### config.mk
export PLATFORM = sky130hd
export DESIGN_NAME = ads1256_scan_ctrl
export DESIGN_NICKNAME = d
export VERILOG_FILES = /design/src/rtl/ads1256_scan_ctrl.sv
export SDC_FILE = /design/constraint.sdc
export NUM_CORES = 1
export LEC_CHECK = 0
export ABC_AREA = 0
export BUFFER_PORTS_ARGS = -buffer_cell sky130_fd_sc_hd__buf_2
export CAP_MARGIN = 10
export CELL_PAD_IN_SITES_DETAIL_PLACEMENT = 0
export CELL_PAD_IN_SITES_GLOBAL_PLACEMENT = 1
export CORE_AREA = 10 10 102 104
export DETAILED_ROUTE_END_ITERATION = 8
export DIE_AREA = 0 0 112 114
export PLACE_DENSITY = 0.94
export SYNTH_ARGS = -nofsm -noshare
export SYNTH_HDL_FRONTEND = slang
export SYNTH_SLANG_ARGS = --single-unit
### constraint.sdc
create_clock -name sys_clk -period 3 [get_ports sys_clk]
set_input_delay 0.15 -clock sys_clk [delete_from_list [all_inputs] [get_ports sys_clk]]
set_output_delay 0.15 -clock sys_clk [all_outputs]
set_load 0.1 [all_outputs]
### src/rtl/ads1256_scan_ctrl.sv
// rtl/ads1256_scan_ctrl.sv - ADS1256 init and round-robin channel scan sequencer over a 24-bit SPI frame driver
// Optional DRDY watchdog: define ADS1256_TIMEOUT_EN (adds parameter TIMEOUT_CYC).
module ads1256_scan_ctrl #(
  parameter int NUM_CH     = 8,
  parameter int T6_CYCLES  = 64,
  parameter int T11_CYCLES = 32
`ifdef ADS1256_TIMEOUT_EN
  , parameter int TIMEOUT_CYC = 2**22
`endif
) (
  input  logic        sys_clk,
  input  logic        rst_n,
  input  logic        enable,
  input  logic [7:0]  adcon_cfg,
  input  logic [7:0]  drate_cfg,
  input  logic        adc_drdy_n,
  output logic        adc_cs_n,
  output logic        spi_start,
  output logic [23:0] spi_wr_data,
  input  logic [23:0] spi_rd_data,
  input  logic        spi_done,
  output logic [23:0] sample_data,
  output logic [2:0]  sample_ch,
  output logic        sample_valid,
  output logic        busy,
  output logic        timeout_err
);

  typedef enum logic [4:0] {
    IDLE, I_ADCON, I_DRATE, I_MUX, I_GAP1, I_SYNC, I_GAP2, I_WAKE,
    WAIT_DRDY, RDCMD, T6_GAP, RDDAT, WRMUX, S_GAP1, S_SYNC, S_GAP2, S_WAKE
  } state_t;

  localparam int GAP_MAX = (T6_CYCLES > T11_CYCLES) ? T6_CYCLES : T11_CYCLES;
  localparam int CW = $clog2(GAP_MAX + 1);
  localparam logic [CW-1:0] T6_LAST  = CW'(T6_CYCLES - 1);
  localparam logic [CW-1:0] T11_LAST = CW'(T11_CYCLES - 1);

  state_t        state, state_nx;
  logic [CW-1:0] gap_cnt;
  logic          frame_gap;
  logic          frame;
  logic          drdy_meta, drdy_sync, drdy_prev, drdy_fall;
  logic [2:0]    cur_ch, nxt_ch;
  logic          first_flag;
  logic [7:0]    adcon_q, drate_q;
  logic          enter_init;

`ifdef ADS1256_TIMEOUT_EN
  logic [31:0] to_cnt;
  logic        to_hit;
  assign to_hit = (state == WAIT_DRDY) && enable && !drdy_fall &&
                  (to_cnt == 32'(TIMEOUT_CYC - 1));
`endif

  assign drdy_fall  = drdy_prev & ~drdy_sync;
  assign nxt_ch     = (cur_ch == 3'(NUM_CH - 1)) ? 3'd0 : cur_ch + 3'd1;
  assign enter_init = (state_nx == I_ADCON) && (state != I_ADCON);
  assign busy       = (state != IDLE);
  assign adc_cs_n   = (state == IDLE) || (state == WAIT_DRDY);

  always_comb begin
    state_nx    = state;
    frame       = 1'b0;
    spi_wr_data = 24'h000000;
    case (state)
      IDLE:    if (enable) state_nx = I_ADCON;
      I_ADCON: begin
        frame = 1'b1; spi_wr_data = {8'h52, 8'h00, adcon_q};
        if (spi_done) state_nx = I_DRATE;
      end
      I_DRATE: begin
        frame = 1'b1; spi_wr_data = {8'h53, 8'h00, drate_q};
        if (spi_done) state_nx = I_MUX;
      end
      I_MUX: begin
        frame = 1'b1; spi_wr_data = {8'h51, 8'h00, 8'h08};
        if (spi_done) state_nx = I_GAP1;
      end
      I_GAP1:  if (gap_cnt == T11_LAST) state_nx = I_SYNC;
      I_SYNC: begin
        frame = 1'b1; spi_wr_data = 24'h0000FC;
        if (spi_done) state_nx = I_GAP2;
      end
      I_GAP2:  if (gap_cnt == T11_LAST) state_nx = I_WAKE;
      I_WAKE: begin
        frame = 1'b1;
        if (spi_done) state_nx = WAIT_DRDY;
      end
      WAIT_DRDY: begin
        // enable has priority so a stop request is never delayed by a pending conversion
        if (!enable) state_nx = IDLE;
        else if (drdy_fall) state_nx = RDCMD;
`ifdef ADS1256_TIMEOUT_EN
        else if (to_hit) state_nx = I_ADCON;
`endif
      end
      RDCMD: begin
        frame = 1'b1; spi_wr_data = 24'h000001;
        if (spi_done) state_nx = T6_GAP;
      end
      T6_GAP:  if (gap_cnt == T6_LAST) state_nx = RDDAT;
      RDDAT: begin
        frame = 1'b1;
        if (spi_done) state_nx = WRMUX;
      end
      WRMUX: begin
        frame = 1'b1; spi_wr_data = {8'h51, 8'h00, 1'b0, nxt_ch, 4'h8};
        if (spi_done) state_nx = S_GAP1;
      end
      S_GAP1:  if (gap_cnt == T11_LAST) state_nx = S_SYNC;
      S_SYNC: begin
        frame = 1'b1; spi_wr_data = 24'h0000FC;
        if (spi_done) state_nx = S_GAP2;
      end
      S_GAP2:  if (gap_cnt == T11_LAST) state_nx = S_WAKE;
      S_WAKE: begin
        frame = 1'b1;
        if (spi_done) state_nx = WAIT_DRDY;
      end
      default: state_nx = IDLE;
    endcase
    // one low cycle after every completed frame separates back-to-back frames
    spi_start = frame && !frame_gap;
  end

  always_ff @(posedge sys_clk) begin
    if (!rst_n) begin
      state        <= IDLE;
      gap_cnt      <= '0;
      frame_gap    <= 1'b0;
      drdy_meta    <= 1'b1;
      drdy_sync    <= 1'b1;
      drdy_prev    <= 1'b1;
      cur_ch       <= 3'd0;
      first_flag   <= 1'b1;
      adcon_q      <= 8'h00;
      drate_q      <= 8'h00;
      sample_data  <= 24'h000000;
      sample_ch    <= 3'd0;
      sample_valid <= 1'b0;
    end else begin
      state        <= state_nx;
      gap_cnt      <= (state_nx != state) ? '0 : gap_cnt + CW'(1);
      frame_gap    <= spi_done & spi_start;
      drdy_meta    <= adc_drdy_n;
      drdy_sync    <= drdy_meta;
      drdy_prev    <= drdy_sync;
      sample_valid <= 1'b0;
      if (enter_init) begin
        cur_ch     <= 3'd0;
        first_flag <= 1'b1;
        adcon_q    <= adcon_cfg;
        drate_q    <= drate_cfg;
      end
      if (state == RDDAT && spi_done) begin
        sample_data  <= spi_rd_data;
        sample_ch    <= cur_ch;
        sample_valid <= !first_flag;
        first_flag   <= 1'b0;
      end
      // the MUX written in this service takes effect for the next conversion
      if (state == S_WAKE && spi_done) cur_ch <= nxt_ch;
    end
  end

`ifdef ADS1256_TIMEOUT_EN
  always_ff @(posedge sys_clk) begin
    if (!rst_n) begin
      to_cnt      <= 32'd0;
      timeout_err <= 1'b0;
    end else begin
      to_cnt <= (state == WAIT_DRDY && state_nx == WAIT_DRDY) ? to_cnt + 32'd1 : 32'd0;
      if (to_hit) timeout_err <= 1'b1;
    end
  end
`else
  assign timeout_err = 1'b0;
`endif

endmodule

# Yosys cells after proc, flatten, opt, wreduce, memory -nomap -nowiden
# Cells that the tools add are included.
word_totals:
  mem_bits_ro: 0
  in_bits: 45
  mem_bits_rw: 0
  elab_cells: 82
  mem_count: 0
  latch_bits: 0
  ff_bits: 64
op_classes:
  n_reduce_logical: 16
  n_div: 0
  n_shift: 0
  n_mul: 0
  n_eq_ne: 22
  bitwise_logic: 4
  magnitude_cmp: 0
  muxes: 25
  add_sub_neg: 2
ops:
  columns: ["op", "n"]
  rows:
  - ["23-bit one-hot mux with 6 select lines", 1]
  - ["5-bit 2-to-1 mux", 17]
  - ["5-bit one-hot mux with 16 select lines", 1]
  - ["5-bit by 4-bit == test with 1-bit output, second input constant", 8]
  - ["5-bit by 3-bit == test with 1-bit output, second input constant", 4]
  - ["5-bit by 1-bit == test with 1-bit output, second input constant", 2]
  - ["5-bit by 2-bit == test with 1-bit output, second input constant", 2]
  - ["10-bit OR reduction", 1]
  - ["3-bit 2-to-1 mux", 3]
  - ["7-bit by 1-bit adder with 7-bit output, second input constant", 1]
  - ["7-bit by 5-bit == test with 1-bit output, second input constant", 1]
  - ["7-bit by 6-bit == test with 1-bit output, second input constant", 1]
  - ["2-bit OR reduction", 3]
  - ["5-bit == test, second input constant", 1]
  - ["5-bit logical NOT", 1]
  - ["5-bit by 1-bit inequality test with 1-bit output, second input constant", 1]
  - ["5-bit inequality test", 1]
  - ["5-bit nonzero test", 1]
  - ["1-bit logical AND", 4]
  - ["2-bit nonzero test", 2]
  - ["3-bit by 1-bit adder with 3-bit output, second input constant", 1]
  - ["3-bit == test, second input constant", 1]
  - ["1-bit 2-to-1 mux", 3]
  - ["1-bit AND", 2]
  - ["other kinds (4)", 6]

# Depth between registers and ports, before layout
logic_depth:
  ltp_word: 9
  mapped_depth: 7

# Worst setup path before layout
# Ideal clock, no wire load.
synth_path:
  path_kind: "register to output"
  from: "register state[2]"
  to: "output port spi_wr_data[22]"
  arrival_ns: 3.322
  path_stages_with_launch: 8
  setup_slack_ns: -0.472
  required_ns: 2.850
  path_cell_list: "dfxtp_1 > buf_2 > buf_2 > nor2b_1 > a21oi_1 > nor2_1 > or2_2 > buf_4"
synth_between:
  elab_chain_cells: 3
  word_cells_on_any_way: 9
synth_lines:
  columns: ["item", "line_no", "text"]
  rows:
  - ["start: declaration", "39", "state_t state, state_nx;"]
  - ["start signal: assignment", "143", "state <= state_nx;"]
  - ["5-bit by 4-bit == test with 1-bit output / 5-bit by 3-bit == test with 1-bit output (equally long branches)", "66", "case (state)"]
  - ["2-bit OR reduction (no line)", null, null]
  - ["23-bit one-hot mux with 6 select lines *", "66", null]
  - ["end: declaration", "19", "output logic [23:0] spi_wr_data,"]
# Every way passes the cells marked *; elsewhere a longest branch is shown, timed or not.

# Worst setup path in the final report
layout_path:
  from: "register state[4]"
  to: "output port spi_wr_data[6]"
# Same word-level chain as after synthesis.

==> results.json <==
{
  "rsz0062_at_grt": "false",
  "status": "finished clean",
  "r2r_cells": 5,
  "cp-end-kind": "output pin",
  "ys_seq_area_frac": 0.400,
  "start_util": 0.378,
  "synthArstFlopShare": 0,
  "grt_max_degree": 58,
  "n_fill_cell": 827,
  "clock_path_buffers": 2,
  "syn-cell-area_um2": 3200,
  "synth_edf_count": 0,
  "timing.fmax_mhz": 396,
  "worstPathMaxFanout": 10,
  "drive_gt1_frac": 0.263,
  "ys_ff_latch": 64,
  "worstSetupPathType": "flip-flop to output pin",
  "clk_pin_slew_ps": 80,
  "drtPass1Iterations": 5,
  "ant_nets": 0,
  "die_x_um": 112,
  "worstHoldStart": "drate_cfg[7]",
  "syn_to_final_growth_pct": 21.7,
  "fp.dieArea_um2": 12800,
  "grt_usage": 0.132,
  "r2r_slack_ps": 800,
  "hold_path_end": "drate_q[7]",
  "globalplace.congestion": 0.936,
  "finalCritPeriodShare": 0.842,
  "clock-sinks": 64,
  "setup_viol": 0,
  "yosysMostFrequentCell": "nand2_1",
  "hold_depth": 3,
  "r2r-end": "gap_cnt[5]",
  "max_slew_margin": 0.564,
  "start_kind": "flip-flop",
  "grt_pass1_wl_mm": 14.2,
  "instances_no_fill": 583,
  "cts-buffers-inserted": 9,
  "syn-mean-instance-area_um2": 8.14,
  "syn_inst": 393,
  "core-area_um2": 8470,
  "period_minus_slack_ps": 2530,
  "cp_data_arrival_time_ps": 2380,
  "powerDensity_nw_per_um2": 601,
  "yosys-top-cells-area": "dfxtp_1, nand2_1, a21boi_0",
  "min_path_type": "input pin to flip-flop",
  "fin_setup_tns_ps": 0,
  "antenna_cells": 0,
  "htreeDepth": 3,
  "viasPerCell": 5.02,
  "die_h_um": 114,
  "ys_warn_count": 0,
  "cts_tree": "done",
  "synth.distinct_cells": 54,
  "antenna_found_initial": 0,
  "routed_wl_mm": 8.49,
  "ir_drop_mv": 0.313,
  "slew_viol_final": 0,
  "gr-total-overflow": 0,
  "p_leak_nw": 1.69,
  "insertion_delay_ps": 350,
  "nNetsFinal": 518,
  "vias": 2929,
  "grt_pass1_vias": 2969,
  "finalClockSkew_ps": 9.29,
  "worstMarginPinSlew_ps": 654,
  "synth_top_area_frac": 0.400,
  "io_pins": 101,
  "cts-root-buf": "clkbuf_8",
  "maxCapViolCount": 0,
  "synth_top_cell_by_area": "dfxtp_1",
  "placed_cells": 566,
  "synth_commonest_cells": "nand2_1, dfxtp_1, a21boi_0",
  "drt_iter0_markers": 209,
  "finalHoldViolations": 0,
  "yosys_most_used_dff": "dfxtp_1",
  "wl_per_cell_um": 14.6,
  "r2r_start": "state[2]",
  "core.rowCount": 34,
  "dp_hpwl_mm": 6.22,
  "portBuffers": 87,
  "worstPathRequired_ps": 2850,
  "drc": 0
}
[critical path, stage by stage, from the launching register on]
cell,delay [ps]
dfxtp_1,400
nor2b_1,420
and3b_1,480
a22oi_1,180
nand3_1,120
buf_2,430
[layout make-up]
class / instances / area, um2 / area share
clock buffer: 10 / 138 / 0.0353
tap: 108 / 135 / 0.0347
multi-input combinational: 298 / 1740 / 0.446
timing repair buffer: 97 / 513 / 0.132
clock inverter: 6 / 91.3 / 0.0235
sequential: 64 / 1280 / 0.329
[metal layers]
| metal | wire length (um) | track usage |
|---|---|---|
| met1 | 3720 | 0.151 |
| met2 | 3590 | 0.200 |
| met3 | 1090 | 0.0850 |
| met4 | 79 | 0.0355 |
| met5 | 0 | 0 |
[through the flow]
step / total power, mW / worst slack, ps / cell area, um2 / hold slack, ps / util
6_report: 2.34 / 473 / 3890 / 35.0 / 0.460
3_3_place_gp: 1.49 / 831 / 3660 / 342 / 0.432
3_5_place_dp: 1.50 / 850 / 3660 / 351 / 0.432
4_1_cts: 2.36 / 454 / 3890 / 21.6 / 0.460
2_1_floorplan: 1.42 / 26.9 / 3250 / 251 / -
5_1_grt: 2.44 / 282 / 3890 / 17.6 / 0.460
[power by group]
group | internal (mW) | total [mW] | switching, mW
combinational | 0.139 | 0.579 | 0.441
clock | 0.495 | 0.858 | 0.363
sequential | 0.881 | 0.902 | 0.0218
[sequential cells by signal, summed over array words and instances (netlist names), 3 cells and up]
register and count:
state 5, drate_q 8, adcon_q 8, cur_ch 3
sample_ch 3, sample_data 24, gap_cnt 7
[logic make-up after synthesis]
group | Yosys count | share of synthesized area
buf+inv | 43 | 0.0735
mux | 2 | 0.00704
xor+xnor | 6 | 0.0164
flops | 64 | 0.400
compound gates | 89 | 0.209
simple gates | 185 | 0.281
other cells | 1 | 0.00117
fa+ha+maj | 3 | 0.0117
[worst max-delay path by stage]
stage / slack (ps) / startpoint / to / cells past startpoint
2_1_floorplan: 30 / state[2] / spi_wr_data[22] / 7
3_3_place_gp: 830 / state[4] / spi_wr_data[5] / 5
3_5_place_dp: 850 / state[2] / gap_cnt[5] / 5
4_1_cts: 450 / state[4] / spi_wr_data[6] / 5
5_1_grt: 280 / state[4] / spi_wr_data[6] / 5
6_report: 470 / state[4] / spi_wr_data[6] / 5
[repair_timing]
item | in CTS | in global routing
resized for setup | 0 | 0
hold endpoints to repair | 1 | 0
setup buffers | 0 | 0
hold buffers | 1 | 0
[layout by cell type, fill, tap and decap left out, drive strengths merged, types with 8 or more instances in the layout]
master,n
a22oi,9
nor2b,12
a21oi,8
a21boi,44
clkbuf,10
nand2,103
o21ai,8
conb,13
nor2,13
nor3,10
buf,96
dfxtp,64
No activity file was read; power rests on OpenSTA's default activity.
